<file path="config.mk">
export PLATFORM = sky130hd
export DESIGN_NAME = h_bridge_arbiter_flat
export DESIGN_NICKNAME = d
export VERILOG_FILES = /design/src/rtl/rover_motion_pkg.sv /design/src/rtl/h_bridge_arbiter_if.sv /design/src/rtl/brake_timer.sv /design/src/rtl/h_bridge_arbiter.sv /design/src/flat_wrapper.sv
export SDC_FILE = /design/constraint.sdc
export NUM_CORES = 1
export LEC_CHECK = 0
export BUFFER_PORTS_ARGS = -buffer_cell sky130_fd_sc_hd__buf_2
export CAP_MARGIN = 20
export CORE_AREA = 3 3 61 63
export DETAILED_ROUTE_END_ITERATION = 7
export DIE_AREA = 0 0 64 66
export GPL_ROUTABILITY_DRIVEN = 1
export PLACE_DENSITY = 0.72
export SLEW_MARGIN = 15
export SYNTH_ARGS = -nofsm -noshare
export SYNTH_HDL_FRONTEND = slang
export SYNTH_SLANG_ARGS = --single-unit
</file>
<file path="constraint.sdc">
create_clock -name clock -period 2.4 [get_ports clock]
set_clock_uncertainty 0.2 [all_clocks]
set_input_delay 0.72 -clock clock [delete_from_list [all_inputs] [get_ports clock]]
set_output_delay 0.72 -clock clock [all_outputs]
set_load 0.01 [all_outputs]
</file>
<file path="src/rtl/rover_motion_pkg.sv">
// Shared motion codes, requester indices and arbiter state encoding.
// Code-validity helpers used by the H-bridge arbiter.
package rover_motion_pkg;

    localparam logic [3:0] INERTIAL_STOP = 4'b0000;
    localparam logic [3:0] HARD_STOP     = 4'b1111;
    localparam logic [3:0] REVERSE       = 4'b0110;
    localparam logic [3:0] FORWARD       = 4'b1001;
    localparam logic [3:0] TURN_RIGHT    = 4'b0101;
    localparam logic [3:0] TURN_LEFT     = 4'b1010;

    localparam int REQ_STOP = 0;
    localparam int REQ_TURN = 1;
    localparam int REQ_LINE = 2;

    localparam logic [1:0] IDLE  = 2'd0;
    localparam logic [1:0] DRIVE = 2'd1;
    localparam logic [1:0] BRAKE = 2'd2;

    function automatic logic is_drive_code(input logic [3:0] c);
        return (c == REVERSE) || (c == FORWARD) ||
               (c == TURN_RIGHT) || (c == TURN_LEFT);
    endfunction

    function automatic logic is_legal_code(input logic [3:0] c);
        return is_drive_code(c) || (c == INERTIAL_STOP) ||
               (c == HARD_STOP);
    endfunction

endpackage

</file>
<file path="src/rtl/h_bridge_arbiter_if.sv">
// Requester-side and bridge-side signals of the H-bridge arbiter.
// master: motion requesters / pin consumer; slave: the arbiter.
interface h_bridge_arbiter_if;
    logic [2:0] req;
    logic [3:0] cmd_stop;
    logic [3:0] cmd_turn;
    logic [3:0] cmd_line;
    logic [2:0] grant;
    logic [3:0] sendToH_BridgeINs;
    logic [1:0] enables_out;
    logic       braking;
    logic       illegal_cmd;

    modport master (
        output req, cmd_stop, cmd_turn, cmd_line,
        input  grant, sendToH_BridgeINs, enables_out,
        input  braking, illegal_cmd
    );

    modport slave (
        input  req, cmd_stop, cmd_turn, cmd_line,
        output grant, sendToH_BridgeINs, enables_out,
        output braking, illegal_cmd
    );
endinterface

</file>
<file path="src/rtl/brake_timer.sv">
// Loadable down-counter timing the HARD_STOP brake interval.
// done flags the cycle in which the count reaches zero.
module brake_timer #(
    parameter int N = 50000,
    localparam int W = $clog2(N + 1)
) (
    input  logic clock,
    input  logic reset,
    input  logic load,
    input  logic en,
    output logic done
);
    logic [W-1:0] cnt;

    always_ff @(posedge clock) begin
        if (reset)
            cnt <= '0;
        else if (load)
            cnt <= W'(N);
        else if (en && cnt != '0)
            cnt <= cnt - W'(1);
    end

    assign done = en && (cnt == W'(1));
endmodule

</file>
<file path="src/rtl/h_bridge_arbiter.sv">
// Fixed-priority owner of the H-bridge with braked polarity reversal.
// Optional enable PWM built when PWM_EN is defined.
module h_bridge_arbiter
    import rover_motion_pkg::*;
#(
    parameter int BRAKE_CYCLES = 50000,
    parameter int PWM_PERIOD   = 1000,
    parameter int PWM_DUTY     = 700
) (
    input logic clock,
    input logic reset,
    h_bridge_arbiter_if.slave bus
);
    logic [1:0] state, nxt_state;
    logic [3:0] ins_q, nxt_ins;
    logic [2:0] grant_q, nxt_grant;
    logic [1:0] en_q, nxt_en;
    logic       brk_q, nxt_brk;
    logic       ill_q, nxt_ill;
    logic [3:0] win_raw, win_code;
    logic [2:0] win_grant;
    logic [1:0] drive_en;
    logic       any_req, opposing, brk_load, brk_done;

`ifdef PWM_EN
    localparam int PW = $clog2(PWM_PERIOD + 1);
    logic [PW-1:0] pwm_cnt;

    always_ff @(posedge clock) begin
        if (reset || pwm_cnt == PW'(PWM_PERIOD - 1))
            pwm_cnt <= '0;
        else
            pwm_cnt <= pwm_cnt + PW'(1);
    end

    assign drive_en = {2{pwm_cnt < PW'(PWM_DUTY)}};
`else
    logic unused_pwm;
    assign unused_pwm = ^{32'(PWM_PERIOD), 32'(PWM_DUTY)};
    assign drive_en   = 2'b11;
`endif

    always_comb begin
        win_grant = 3'b000;
        win_raw   = INERTIAL_STOP;
        if (bus.req[REQ_STOP]) begin
            win_grant = 3'b001;
            win_raw   = bus.cmd_stop;
        end else if (bus.req[REQ_TURN]) begin
            win_grant = 3'b010;
            win_raw   = bus.cmd_turn;
        end else if (bus.req[REQ_LINE]) begin
            win_grant = 3'b100;
            win_raw   = bus.cmd_line;
        end
    end

    assign any_req  = |bus.req;
    assign win_code = is_legal_code(win_raw) ? win_raw : HARD_STOP;
    assign opposing = is_drive_code(ins_q) && is_drive_code(win_code) &&
                      (ins_q != win_code);

    brake_timer #(.N(BRAKE_CYCLES)) u_brake (
        .clock (clock),
        .reset (reset),
        .load  (brk_load),
        .en    (state == BRAKE),
        .done  (brk_done)
    );

    // Default next outputs are "drive the winner"; branches override.
    always_comb begin
        nxt_state = DRIVE;
        nxt_ins   = win_code;
        nxt_grant = win_grant;
        nxt_en    = drive_en;
        nxt_brk   = 1'b0;
        nxt_ill   = any_req && !is_legal_code(win_raw);
        brk_load  = 1'b0;
        unique case (state)
            DRIVE: begin
                if (opposing) begin
                    nxt_state = BRAKE;
                    brk_load  = 1'b1;
                end
            end
            BRAKE: begin
                if (is_drive_code(win_code) && !brk_done)
                    nxt_state = BRAKE;
            end
            default: nxt_state = DRIVE;
        endcase
        if (!any_req) begin
            nxt_state = IDLE;
            nxt_ins   = INERTIAL_STOP;
            nxt_grant = 3'b000;
            nxt_en    = 2'b00;
            brk_load  = 1'b0;
        end else if (nxt_state == BRAKE) begin
            nxt_ins   = HARD_STOP;
            nxt_grant = 3'b000;
            nxt_en    = 2'b11;
            nxt_brk   = 1'b1;
        end
    end

    always_ff @(posedge clock) begin
        if (reset) begin
            state   <= IDLE;
            ins_q   <= INERTIAL_STOP;
            grant_q <= 3'b000;
            en_q    <= 2'b00;
            brk_q   <= 1'b0;
            ill_q   <= 1'b0;
        end else begin
            state   <= nxt_state;
            ins_q   <= nxt_ins;
            grant_q <= nxt_grant;
            en_q    <= nxt_en;
            brk_q   <= nxt_brk;
            ill_q   <= nxt_ill;
        end
    end

    assign bus.grant             = grant_q;
    assign bus.sendToH_BridgeINs = ins_q;
    assign bus.enables_out       = en_q;
    assign bus.braking           = brk_q;
    assign bus.illegal_cmd       = ill_q;
endmodule

</file>
<file path="src/flat_wrapper.sv">
// flat-port wrapper written by rule: the top's interface ports become plain ports
module h_bridge_arbiter_flat import rover_motion_pkg::*;
#(
    parameter int BRAKE_CYCLES = 50000,
    parameter int PWM_PERIOD   = 1000,
    parameter int PWM_DUTY     = 700
)
  (clock, reset, bus_req, bus_cmd_stop, bus_cmd_turn, bus_cmd_line, bus_grant, bus_sendToH_BridgeINs, bus_enables_out, bus_braking, bus_illegal_cmd);
  h_bridge_arbiter_if bus_i ();
  input logic clock;
  input logic reset;
  input wire logic [$bits(bus_i.req)-1:0] bus_req;
  input wire logic [$bits(bus_i.cmd_stop)-1:0] bus_cmd_stop;
  input wire logic [$bits(bus_i.cmd_turn)-1:0] bus_cmd_turn;
  input wire logic [$bits(bus_i.cmd_line)-1:0] bus_cmd_line;
  output wire logic [$bits(bus_i.grant)-1:0] bus_grant;
  output wire logic [$bits(bus_i.sendToH_BridgeINs)-1:0] bus_sendToH_BridgeINs;
  output wire logic [$bits(bus_i.enables_out)-1:0] bus_enables_out;
  output wire logic [$bits(bus_i.braking)-1:0] bus_braking;
  output wire logic [$bits(bus_i.illegal_cmd)-1:0] bus_illegal_cmd;
  assign bus_i.req = bus_req;
  assign bus_i.cmd_stop = bus_cmd_stop;
  assign bus_i.cmd_turn = bus_cmd_turn;
  assign bus_i.cmd_line = bus_cmd_line;
  assign bus_grant = bus_i.grant;
  assign bus_sendToH_BridgeINs = bus_i.sendToH_BridgeINs;
  assign bus_enables_out = bus_i.enables_out;
  assign bus_braking = bus_i.braking;
  assign bus_illegal_cmd = bus_i.illegal_cmd;
  h_bridge_arbiter #(.BRAKE_CYCLES(BRAKE_CYCLES), .PWM_PERIOD(PWM_PERIOD), .PWM_DUTY(PWM_DUTY)) u_core (.clock(clock), .reset(reset), .bus(bus_i));
endmodule
</file>
; ---- Word level (Yosys, flattened, before mapping)
; Index checks and enable logic that the tools add are counted.
[word_totals]
out_inout_bits = 11
ff_bits = 29
inputBits = 17
[classes]
n_addsub = 1
muxes = 18
n_reduce_logical = 28
n_eq_ne = 18
bitwise_logic = 1
[ops]
columns = operator, n
row1 = two-way mux 16 bit, 2
row2 = equality test 4 bit (second input constant), 7
row3 = equality test 4 x 3 -> 1 bit (second input constant), 6
row4 = two-way mux 4 bit, 5
row5 = equality test 16 x 1 -> 1 bit (second input constant), 1
row6 = nonzero test 16 bit, 1
row7 = subtractor 16 x 1 -> 16 bit (second input constant), 1
row8 = logical OR 1 bit, 11
row9 = two-way mux 2 bit, 4
row10 = logical AND 1 bit, 6
row11 = OR reduction 3 bit, 2
row12 = two-way mux 1 bit, 5
row13 = OR reduction 5 bit, 1
row14 = equality test 2 bit (second input constant), 2
row15 = zero test 4 bit, 1
row16 = != test 4 bit, 1
row17 = case mux 2 bit (2 select lines), 1
row18 = OR reduction 2 bit, 2
row19 = OR reduction 4 bit, 1
row20 = two-way mux 3 bit, 1
row21 = equality test 2 x 1 -> 1 bit (second input constant), 1
row22 = zero test 1 bit, 2
row23 = nonzero test 2 bit, 1
row24 = NOT 1 bit, 1

; ---- Depth between registers and ports, before layout
; Gate-level depths: netlist of run 1.
[depth]
depth_word = 20
ltp_mapped = 8
ltp_nobuf = 8

; ---- By module
; A second synthesis of run 1 with hierarchy kept.
[unflattened]
hier_cells = 177
hier_area_um2 = 1622.8
[by_module_without_submodules]
columns = module, cells_per_inst, area_each_um2, n_inst
row1 = brake_timer, 105, 904.6, 1
row2 = h_bridge_arbiter, 72, 718.2, 1

; ---- Least setup slack after synthesis of run 1
; OpenSTA, ideal clock, no wires.
[synth_path]
path_kind = input-to-reg
start = input bus_req[1]
end = register u_core.u_brake.cnt[0]
path_buffers = 1
arrival_ps = 2183
required_ps = 2069
setup_slack_ps = -114
cell_stages = 7
setup_time_ps = 131
cell_sequence = buf_6 > nand3b_1 > a21oi_2 > xor2_2 > nand4_1 > o31ai_4 > nor2_1
[synth_via]
elab_chain_len = 19
[synth_lines]
columns = item, line
row1 = from (decl), flat_wrapper.sv:12  ; input wire logic [$bits(bus_i.req)-1:0] bus_req;
row2 = two-way mux 4 bit, h_bridge_arbiter.sv:49  ; end else if (bus.req[REQ_TURN]) begin
row3 = two-way mux 4 bit, h_bridge_arbiter.sv:46  ; if (bus.req[REQ_STOP]) begin
row4 = equality test 4 x 3 -> 1 bit or equality test 4 bit (tied branches), rover_motion_pkg.sv:21  ; return (c == REVERSE) || (c == FORWARD) ||
row5 = logical OR 1 bit (2 in a row), rover_motion_pkg.sv:21
row6 = logical OR 1 bit, rover_motion_pkg.sv:22  ; (c == TURN_RIGHT) || (c == TURN_LEFT);
row7 = logical OR 1 bit (2 in a row), rover_motion_pkg.sv:26  ; return is_drive_code(c) || (c == INERTIAL_STOP) ||
row8 = two-way mux 4 bit, h_bridge_arbiter.sv:59  ; assign win_code = is_legal_code(win_raw) ? win_raw : HARD_STOP;
row9 = equality test 4 x 3 -> 1 bit or equality test 4 bit (tied branches), rover_motion_pkg.sv:21
row10 = logical OR 1 bit (2 in a row), rover_motion_pkg.sv:21
row11 = logical OR 1 bit, rover_motion_pkg.sv:22
row12 = logical AND 1 bit (2 in a row), h_bridge_arbiter.sv:60  ; assign opposing = is_drive_code(ins_q) && is_drive_code(win_code) &&
row13 = two-way mux 1 bit, h_bridge_arbiter.sv:82  ; if (opposing) begin
row14 = two-way mux 1 bit, h_bridge_arbiter.sv:80  ; unique case (state)
row15 = two-way mux 1 bit *, h_bridge_arbiter.sv:93  ; if (!any_req) begin
row16 = OR reduction 2 bit (no line) *, --
row17 = to (signal assigned), brake_timer.sv:19  ; cnt <= W'(N);
row18 = to (signal assigned), brake_timer.sv:21  ; cnt <= cnt - W'(1);
row19 = to (decl), brake_timer.sv:13  ; logic [W-1:0] cnt;
; Mark *: on every way between the ends. The rest lies on a longest branch, timed or not.
; A chain may end at the register's enable or synchronous reset.

; ---- Final worst setup path of run 1
[layout_path]
start = input bus_req[1]
end = register u_core.u_brake.cnt[1]
; The elaborated chain is that of the path after synthesis.

==> run metrics, run 1 <==
status complete, no violations; Final Critical Period 2.31 ns; Top FF cell, synth dfxtp_1; vias in the first global route 1414; Worst Tran Pin Value around 0.5 ns; final hold vios 0; Post-Syn Nets 189; hold_buf cts 0; pwr dens between 500 and 600 nW/um2; I/O pin count 28; Rows 21; Initial Utilization between 40% and 50%; leakage power 0.000779 uW; Final #Nets 236; Reg2Reg Depth 5; min-delay worst type reg -> reg; Worst EP required ~2.5 ns; DRC violations left 0; detailed-route wire length per cell 13.1 um; Slew Viols, Final 0; fillcell total 321; Seq/Total Area, Yosys a little over a third; H-Tree Depth 1; Setup CP Type in -> reg; Slew HR about two thirds; remaining antenna violation count 0; Placer Congestion 0.780; first-pass GRT wire length 6.16 mm; unrepaired setup endpoints after global routing false; CP cell instances buf_2 -> nand3b_1 -> a21oi_4 -> buf_4 -> nand4bb_1 -> a22oi_1 -> buf_4 -> o31ai_4 -> buf_4 -> a211oi_1; largest net degree at the start of global routing 17; EDFF count, synth 0; gr usage total 18.1%; initial antenna violation count 0; Syn Inst Count 168; CTS tree yes; TritonRoute pass-1 iters 4; Finish-stage setup viols 0; DPL Wire Length between 2 and 3 mm; FF+latch count, synth 28; Critical Path Max Stage Delay 0.22 ns; Synth-to-Final Area Change 24.3%; Final Non-Filler Cells 260; most frequent cells in the layout dfxtp_1, buf_2, nor2_1; latest clock arrival within the worst-skew pair between 0.3 and 0.4 ns; Worst-path clk slew 0.15 ns; post-DR vias/cell 5.26; # diodes 0; dpl cells 255; share of cells above drive strength 1 33.2%; asr flop ratio synth 0%; core box area approximately 3300 um2; Post-Syn Area approximately 1600 um2; crit path DAT approximately 2.4 ns; slowest stage cell, crit path a22oi_1; Ys Warns 0; CTS Buf Count 3; FMAX 432 MHz; Vias roughly 1400; deepest clock path buffer count 2; Die Height 66 um; total grt overflow 0; Syn Area/Cell approximately 9.3 um2; commonest non-fill, non-tap cell in the layout dfxtp_1; total power 1060 uW; crit path max fanout 10; Yosys cell types 45; port bufs 27; initial detailed-routing violation count 26; Worst path most repeated cell buf_4; fin util approximately three fifths; drt total wl 3.41 mm; DIE AREA 4220 um2; peak supply drop about 0.00035 V; Tcrit/Tclk final 96.4%; Hold Path Depth 2; die width 64 um; crit end category flop; Max-Cap Viols 0; clk sinks 28; CP Launch Type input pin; Root Driver clkbuf_4; setup TNS 0 ns
[per-stage QoR]
step / worst slack, ns / hold slack (ns) / instance area, um2
final: 0.0865 / 0.320 / 1950
after CTS: 0.0669 / 0.326 / 1930
after detailed placement: -0.298 / 0.306 / 1880
after global routing: 0.00899 / 0.350 / 1950
after global placement: -0.170 / 0.287 / 1880
after floorplan: -0.110 / 0.274 / 1570
[synth_stat cells (4+ instances only)]
cell type | count | area (um2)
o21ai_0 | 6 | 30.0
nor2b_1 | 5 | 31.3
nor2_1 | 20 | 75.1
xnor2_1 | 9 | 78.8
nand3b_1 | 4 | 30.0
nand4bb_1 | 4 | 45.0
nor3_1 | 5 | 25.0
ha_1 | 4 | 50.1
xor2_1 | 6 | 52.6
dfxtp_1 | 28 | 561
a21oi_1 | 17 | 85.1
inv_1 | 8 | 30.0
[per-layer routing]
metal	track usage (%)	vias up	wire length, um
met2	36.9	21	1960
met3	3.06	2	104
li1	-	701	-
met4	3.23	0	15
met5	0	-	0
met1	19.2	644	1330
[critical path, delay by kind of cell]
kind            cells  cell delay [ns]
simple gates        2             0.35
buf+inv             4             0.66
compound gates      4             0.64
[sequential cells by signal (all words and copies together), names as in the netlist]
| register | flops |
|---|---|
| u_core.state | 2 |
| u_core.bus.braking | 1 |
| u_core.bus.sendToH_BridgeINs | 4 |
| u_core.bus.enables_out | 1 |
| u_core.u_brake.cnt | 16 |
| u_core.bus.grant | 3 |
| u_core.bus.illegal_cmd | 1 |
[what timing repair did]
| item | 4_1_cts | 5_1_grt |
|---|---|---|
| endpoints found under the setup margin | 0 | 9 |
| gates resized for setup | 0 | 2 |
| setup buffers | 0 | 1 |
[path summary, 6_finish.rpt]
path                         startpoint                     end  slack [ns]
hold / removal    u_core.u_brake.cnt[1]   u_core.u_brake.cnt[1]        0.32
setup reg to reg  u_core.u_brake.cnt[4]  u_core.u_brake.cnt[13]        0.18
hold reg to reg   u_core.u_brake.cnt[1]   u_core.u_brake.cnt[1]        0.32
setup / recovery             bus_req[1]   u_core.u_brake.cnt[1]        0.09
[cells by family after synthesis]
group	Yosys count	synth area share [%]
AND/OR/NAND/NOR	65	27.4
buffers and inverters	12	3.82
flip-flops	28	35.7
XOR/XNOR	17	10.4
adder cells (fa/ha/maj)	4	3.19
AO/OA/AOI/OAI	42	19.4
[final cells by class]
cell class | count | area, um2 | share of cell area (%)
clock inverter | 1 | 30.0 | 1.54
sequential | 28 | 561 | 28.7
timing repair buffer | 46 | 290 | 14.9
tap | 46 | 57.6 | 2.95
clock buffer | 3 | 22.5 | 1.15
inverter | 8 | 30.0 | 1.54
multi-input combinational | 128 | 961 | 49.2
[where the power goes]
group	total, uW	internal [uW]	switching (uW)	leakage (uW)
Sequential	504	487	16.7	0.000229
Clock	309	169	141	0.0000279
Combinational	250	118	132	0.000523
Power figures use the tool's default switching activity.
==> run 2, diff against run 1 <==
--- a/config.mk
+++ b/config.mk
@@ -8,7 +8,7 @@
 export BUFFER_PORTS_ARGS = -buffer_cell sky130_fd_sc_hd__buf_2
 export CAP_MARGIN = 20
-export CORE_AREA = 3 3 61 63
+export CORE_AREA = 2 2 60 62
 export DETAILED_ROUTE_END_ITERATION = 7
-export DIE_AREA = 0 0 64 66
+export DIE_AREA = 0 0 62 64
 export GPL_ROUTABILITY_DRIVEN = 1
 export PLACE_DENSITY = 0.72
==> constraint.sdc (replaced) <==
create_clock -name clock -period 2.05 [get_ports clock]
set_clock_uncertainty 0.2 [all_clocks]
set_input_delay 0.205 -clock clock [delete_from_list [all_inputs] [get_ports clock]]
set_output_delay 0.205 -clock clock [all_outputs]
set_load 0.01 [all_outputs]
==> run 2 against run 1 <==
Against the previous run: the flow now finishes with violations (setup timing); sequential share of layout area shrank 2.3 points; core utilization grew 5.7 points; non-clock buffer count grew 16; wire length grew 14%; register-to-register slack lost 0.32 ns.
==> run metrics, run 2 (synthesis gave the netlist of run 1 again) <==
unrepaired setup endpoints after global routing true; largest net degree at the start of global routing 17 (unchanged); FMAX roughly 460 MHz; share of cells above drive strength 1 43.9% (+11 points); Worst setup startpoint u_core.u_brake.cnt[4]; Worst Tran Pin Value 0.527 ns (+0.0245 ns); TritonRoute pass-1 iters 4 (unchanged); DRC violations left 0 (unchanged); detailed-route wire length per cell 14.1 um (+7.8%); H-Tree Depth 1 (unchanged); DIE AREA 3970 um2 (-6.1%); DPL Wire Length 2.90 mm (+4.7%); crit end category flop; drt total wl 3.90 mm (+14%); CP Launch Type flop; pre-CTS WS -0.137 ns (+0.160 ns); final hold vios 0 (unchanged); deepest clock path buffer count 2 (unchanged); Initial Utilization 47.8% (unchanged); Vias 1438 (+5.1%); max reg flops 16 (unchanged); Slew HR 64.7% (-1.6 points); first-pass GRT wire length 6.51 mm (+5.6%); setup ws final -0.144 ns (-0.230 ns); Placer Congestion 0.807 (+3.4%); Final Critical Period 2.19 ns; setup TNS -1.50 ns (-1.50 ns); fin util 65.1% (+5.7 points); core box area 3280 um2 (unchanged); Root Driver clkbuf_4; Critical Path Max Stage Delay 0.54 ns (+0.32 ns); slowest stage cell, crit path or4_4; total grt overflow 0 (unchanged); port bufs 27 (unchanged); latest clock arrival within the worst-skew pair 0.33 ns (about the same); # diodes 0 (unchanged); Reg2Reg Depth 8 (+3); pwr dens 600 nW/um2 (+10%); die width 62 um (-3.1%); CTS tree yes; Worst path most repeated cell or3_4; Worst EP required 2.07 ns (-0.38 ns); leakage power 0.000853 uW (+9.4%); CP cell instances or4_4 -> buf_4 -> nor4_4 -> buf_6 -> or3_4 -> or3_4 -> xor2_1 -> nor2_1; most frequent cells in the layout buf_4, buf_2, dfxtp_1; Tcrit/Tclk final 107%; largest register by flop count u_core.u_brake.cnt; crit path max fanout 7 (-3); failing checks setup timing; fillcell total 271 (-16%); Max-Cap Viols 0 (unchanged); vias in the first global route 1522 (+7.6%); Setup CP Type reg -> reg; CTS Buf Count 3 (unchanged); internal reg-to-reg setup slack -0.14 ns (-0.32 ns); post-DR vias/cell 5.21 (-0.98%); Slew Viols, Final 0 (unchanged); clk sinks 28 (unchanged); Synth-to-Final Area Change 36.2%; remaining antenna violation count 0 (unchanged); CP endpoint u_core.u_brake.cnt[12]; crit path DAT 2.22 ns (-0.15 ns); min-delay worst type in -> reg; Die Height 64 um (-3.0%); peak supply drop 0.000381 V (+9.6%); initial detailed-routing violation count 87 (+230%); initial antenna violation count 0 (unchanged); Rows 21 (unchanged); Worst-path clk slew 0.15 ns (about the same); I/O pin count 28 (unchanged); Final #Nets 252 (+6.8%); RR Endpoint u_core.u_brake.cnt[12]; Finish-stage setup viols 20 (+20); worst r2r src u_core.u_brake.cnt[4]; commonest non-fill, non-tap cell in the layout buf_4; status finished with violations; gr usage total 21.0% (+2.9 points)
run 2: critical path: cells and delay by family (launching register included):
family / cells / cell delay (ns)
buf+inv: 2 / 0.34
xor+xnor: 1 / 0.15
simple gates: 5 / 1.03
flops: 1 / 0.35
run 2: stage by stage:
step | total power, uW | cells | area (um2) | hold WS [ns]
global placement | 878 | 266 | 1960 | 0.282
floorplan | 776 | 168 | 1580 | 0.155
detailed placement | 889 | 266 | 1960 | 0.303
finish | 1280 | 276 | 2140 | 0.103
CTS | 1260 | 273 | 2090 | 0.0921
global route | 1350 | 276 | 2140 | 0.105
run 2: power breakdown:
part	internal (uW)	switching (uW)
Combinational	159	179
Clock	198	156
Sequential	570	20.7
run 2: worst min-delay path by stage:
stage	startpoint	endpoint	depth (start not counted)
floorplan	bus_req[2]	u_core.bus.grant[2]	2
global placement	u_core.u_brake.cnt[1]	u_core.u_brake.cnt[1]	2
detailed placement	u_core.u_brake.cnt[1]	u_core.u_brake.cnt[1]	2
CTS	bus_req[0]	u_core.bus.grant[0]	4
global route	bus_req[2]	u_core.bus.grant[2]	4
finish	bus_req[0]	u_core.bus.grant[0]	4
run 2: metal layers:
| metal | global-route usage, % | vias to the layer above | wire, um |
|---|---|---|---|
| li1 | - | 732 | - |
| met1 | 25.3 | 666 | 1630 |
| met2 | 37.0 | 34 | 2090 |
| met3 | 3.44 | 6 | 109 |
| met4 | 5.85 | 0 | 70 |
| met5 | 0 | - | 0 |
run 2: area by class of cell:
type	count	area [um2]	share of cell area, %
Clock buffer	3	22.5	1.05
Multi-Input combinational cell	128	1020	47.9
Tap cell	46	57.6	2.69
Clock inverter	1	30.0	1.40
Inverter	8	30.0	1.40
Timing Repair Buffer	62	408	19.1
Sequential cell	28	566	26.4
run 2: repair_timing:
item,4_1_cts,5_1_grt
pin swaps,13,9
hold buffers,1,0
resized for setup,13,6
setup endpoints to repair,20,21
setup buffers,2,3
hold endpoints to repair,7,0
==> run 3, diff against run 2 <==
- GPL_ROUTABILITY_DRIVEN: 1 -> 0
- SETUP_SLACK_MARGIN: unset -> 0.05
==> run 3 against run 2 <==
Against the previous run: the run still ends with setup timing left; clock power is 2% higher; non-clock buffer count is 3 higher; setup slack better by 0.051 ns; critical path type unchanged; largest cell class unchanged.
==> run metrics, run 3 (synthesis gave the netlist of run 1 again) <==
remaining antenna violation count 0 (unchanged); Synth-to-Final Area Change 36.3%; Rows 21 (unchanged); fin util 65.2% (+0.076 points); global routing met1 resource utilization 23.8% (-1.6 points); crit path DAT 2.16 ns (-0.06 ns); crit path max fanout 7 (unchanged); worst r2r src u_core.u_brake.cnt[4]; Vias 1482 (+3.1%); gr busiest metal met2; DRC violations left 0 (unchanged); CTS Buf Count 3 (unchanged); Final #Nets 255 (+1.2%); slowest stage cell, crit path or4_4; Hold Path Depth 4 (unchanged); TritonRoute pass-1 iters 4 (unchanged); Reg2Reg Depth 7 (-1); max reg flops 16 (unchanged); WP buf/inv 1 (-1); placed cell areas 2000 um2 (+2.3%); Setup CP Type reg -> reg; unrepaired setup endpoints after global routing true; leakage power 0.000863 uW (+1.2%); initial antenna violation count 0 (unchanged); crit end category flop; most frequent cells in the layout buf_4, buf_2, dfxtp_1; clk sinks 28 (unchanged); Worst Tran Pin Value 0.438 ns (-0.0883 ns); deepest clock path buffer count 2 (unchanged); final hold vios 0 (unchanged); Root Driver clkbuf_4; share of cells above drive strength 1 42.5% (-1.4 points); fillcell total 276 (+1.8%); CP cell instances or4_4 -> nor4_4 -> buf_6 -> or3_4 -> nor2_1 -> xnor2_1 -> a21oi_1; met2 usage 38.3% (+1.3 points); CTS tree yes; CP Launch Type flop; Max-Cap Viols 0 (unchanged); DIE AREA 3970 um2 (unchanged); # diodes 0 (unchanged); commonest non-fill, non-tap cell in the layout buf_4; Tcrit/Tclk final 105% (-2.5 points); min-delay worst type in -> reg; Initial Utilization 47.8% (unchanged); Worst EP required 2.07 ns (about the same); drt total wl 3.85 mm (-1.4%); die width 62 um (unchanged); internal reg-to-reg setup slack -0.09 ns (+0.05 ns); status finished with violations; DPL Wire Length 2.95 mm (+1.8%); core box area 3280 um2 (unchanged); final instance area 2140 um2 (+0.12%); peak supply drop 0.000495 V (+30%); Multi-input gate area 1010 um2 (-1.7%); Finish-stage setup viols 18 (-10%); FMAX 467 MHz (+2.4%); gr usage total 21.2% (+0.18 points); I/O pin count 28 (unchanged); total power 1280 uW (about the same); Slew HR 70.5% (+5.9 points); Critical Path Max Stage Delay 0.57 ns (+0.03 ns); setup ws final -0.0929 ns (+0.0508 ns); latest clock arrival within the worst-skew pair 0.33 ns (about the same); initial detailed-routing violation count 62 (-29%); Die Height 64 um (unchanged); Slew Viols, Final 0 (unchanged); setup TNS -0.846 ns (+0.657 ns); largest net degree at the start of global routing 17 (unchanged); failing checks setup timing; M3 GR Usage 4.66% (+1.2 points); RR Endpoint u_core.u_brake.cnt[14]; Worst-path clk slew 0.16 ns (about the same); register area 563 um2 (-0.44%); port bufs 27 (unchanged); Final Critical Period 2.14 ns (-0.0508 ns); detailed-route wire length per cell 13.8 um (-2.4%); first-pass GRT wire length 6.49 mm (-0.22%); post-DR vias/cell 5.31 (+2.0%); total grt overflow 0 (unchanged); Min-Delay Endpoint u_core.bus.grant[2]; H-Tree Depth 1 (unchanged); vias in the first global route 1528 (+0.39%); hold_sp bus_req[2]; largest register by flop count u_core.u_brake.cnt; crit-path leading delay family simple AND/OR/NAND/NOR gates; pwr dens 599 nW/um2 (-0.17%); pre-CTS WS -0.151 ns (-0.0141 ns)
==> run 3: cell types whose count changed in the layout (fill, tap and decap cells not counted), sizes merged <==
cell,previous run,this run
buf,61,64
==> run 3: how the worst max path moves through the flow <==
stage                               start                endpoint  slack, ns  cells past startpoint
floorplan           u_core.u_brake.cnt[4]  u_core.u_brake.cnt[13]      -0.08                      6
global route        u_core.u_brake.cnt[4]  u_core.u_brake.cnt[14]      -0.16                      7
global placement               bus_req[1]   u_core.u_brake.cnt[1]      -0.08                      8
CTS                 u_core.u_brake.cnt[4]  u_core.u_brake.cnt[12]      -0.07                      5
detailed placement             bus_req[1]   u_core.u_brake.cnt[1]      -0.15                      8
finish              u_core.u_brake.cnt[4]  u_core.u_brake.cnt[14]      -0.09                      7
==> run 3: layout make-up <==
cell class	instances	share of cell area, %
Sequential cell	28	26.3
Inverter	8	1.40
Timing Repair Buffer	65	20.1
Multi-Input combinational cell	128	47.0
Tap cell	46	2.69
Clock buffer	3	1.05
Clock inverter	1	1.40
==> run 3: per-stage QoR <==
step / hold WS [ns] / cells
5_1_grt: 0.103 / 279
2_1_floorplan: 0.155 / 168
4_1_cts: 0.0843 / 278
3_5_place_dp: 0.297 / 272
3_3_place_gp: 0.284 / 272
6_report: 0.0919 / 279
==> run 3: what timing repair did <==
action | 4_1_cts | 5_1_grt
setup buffers | 1 | 1
endpoints found under the setup margin | 22 | 25
pin swaps | 10 | 4
hold buffers | 1 | 0
resized for setup | 8 | 6
endpoints found under the hold margin | 7 | 0
==> run 3: worst reg2reg max path: stages, from the launching register on <==
cell and delay [ns]:
dfxtp_2 0.35, or4_4 0.57, nor4_4 0.28, buf_6 0.18, or3_4 0.15, nor2_1 0.06, xnor2_1 0.16, a21oi_1 0.08
==> run 3: per-layer routing <==
| layer | share of wire [%] | vias up | wire length [um] |
|---|---|---|---|
| met1 | 40 | 713 | 1560 |
| met4 | 1.5 | 0 | 57 |
| met2 | 56 | 23 | 2150 |
| met3 | 2.1 | 9 | 81 |
| li1 | - | 737 | - |
| met5 | 0 | - | 0 |
==> run 3: power breakdown <==
group	internal, uW	switching (uW)
registers	570	20.5
logic	158	172
clock network	198	163
total	927	356
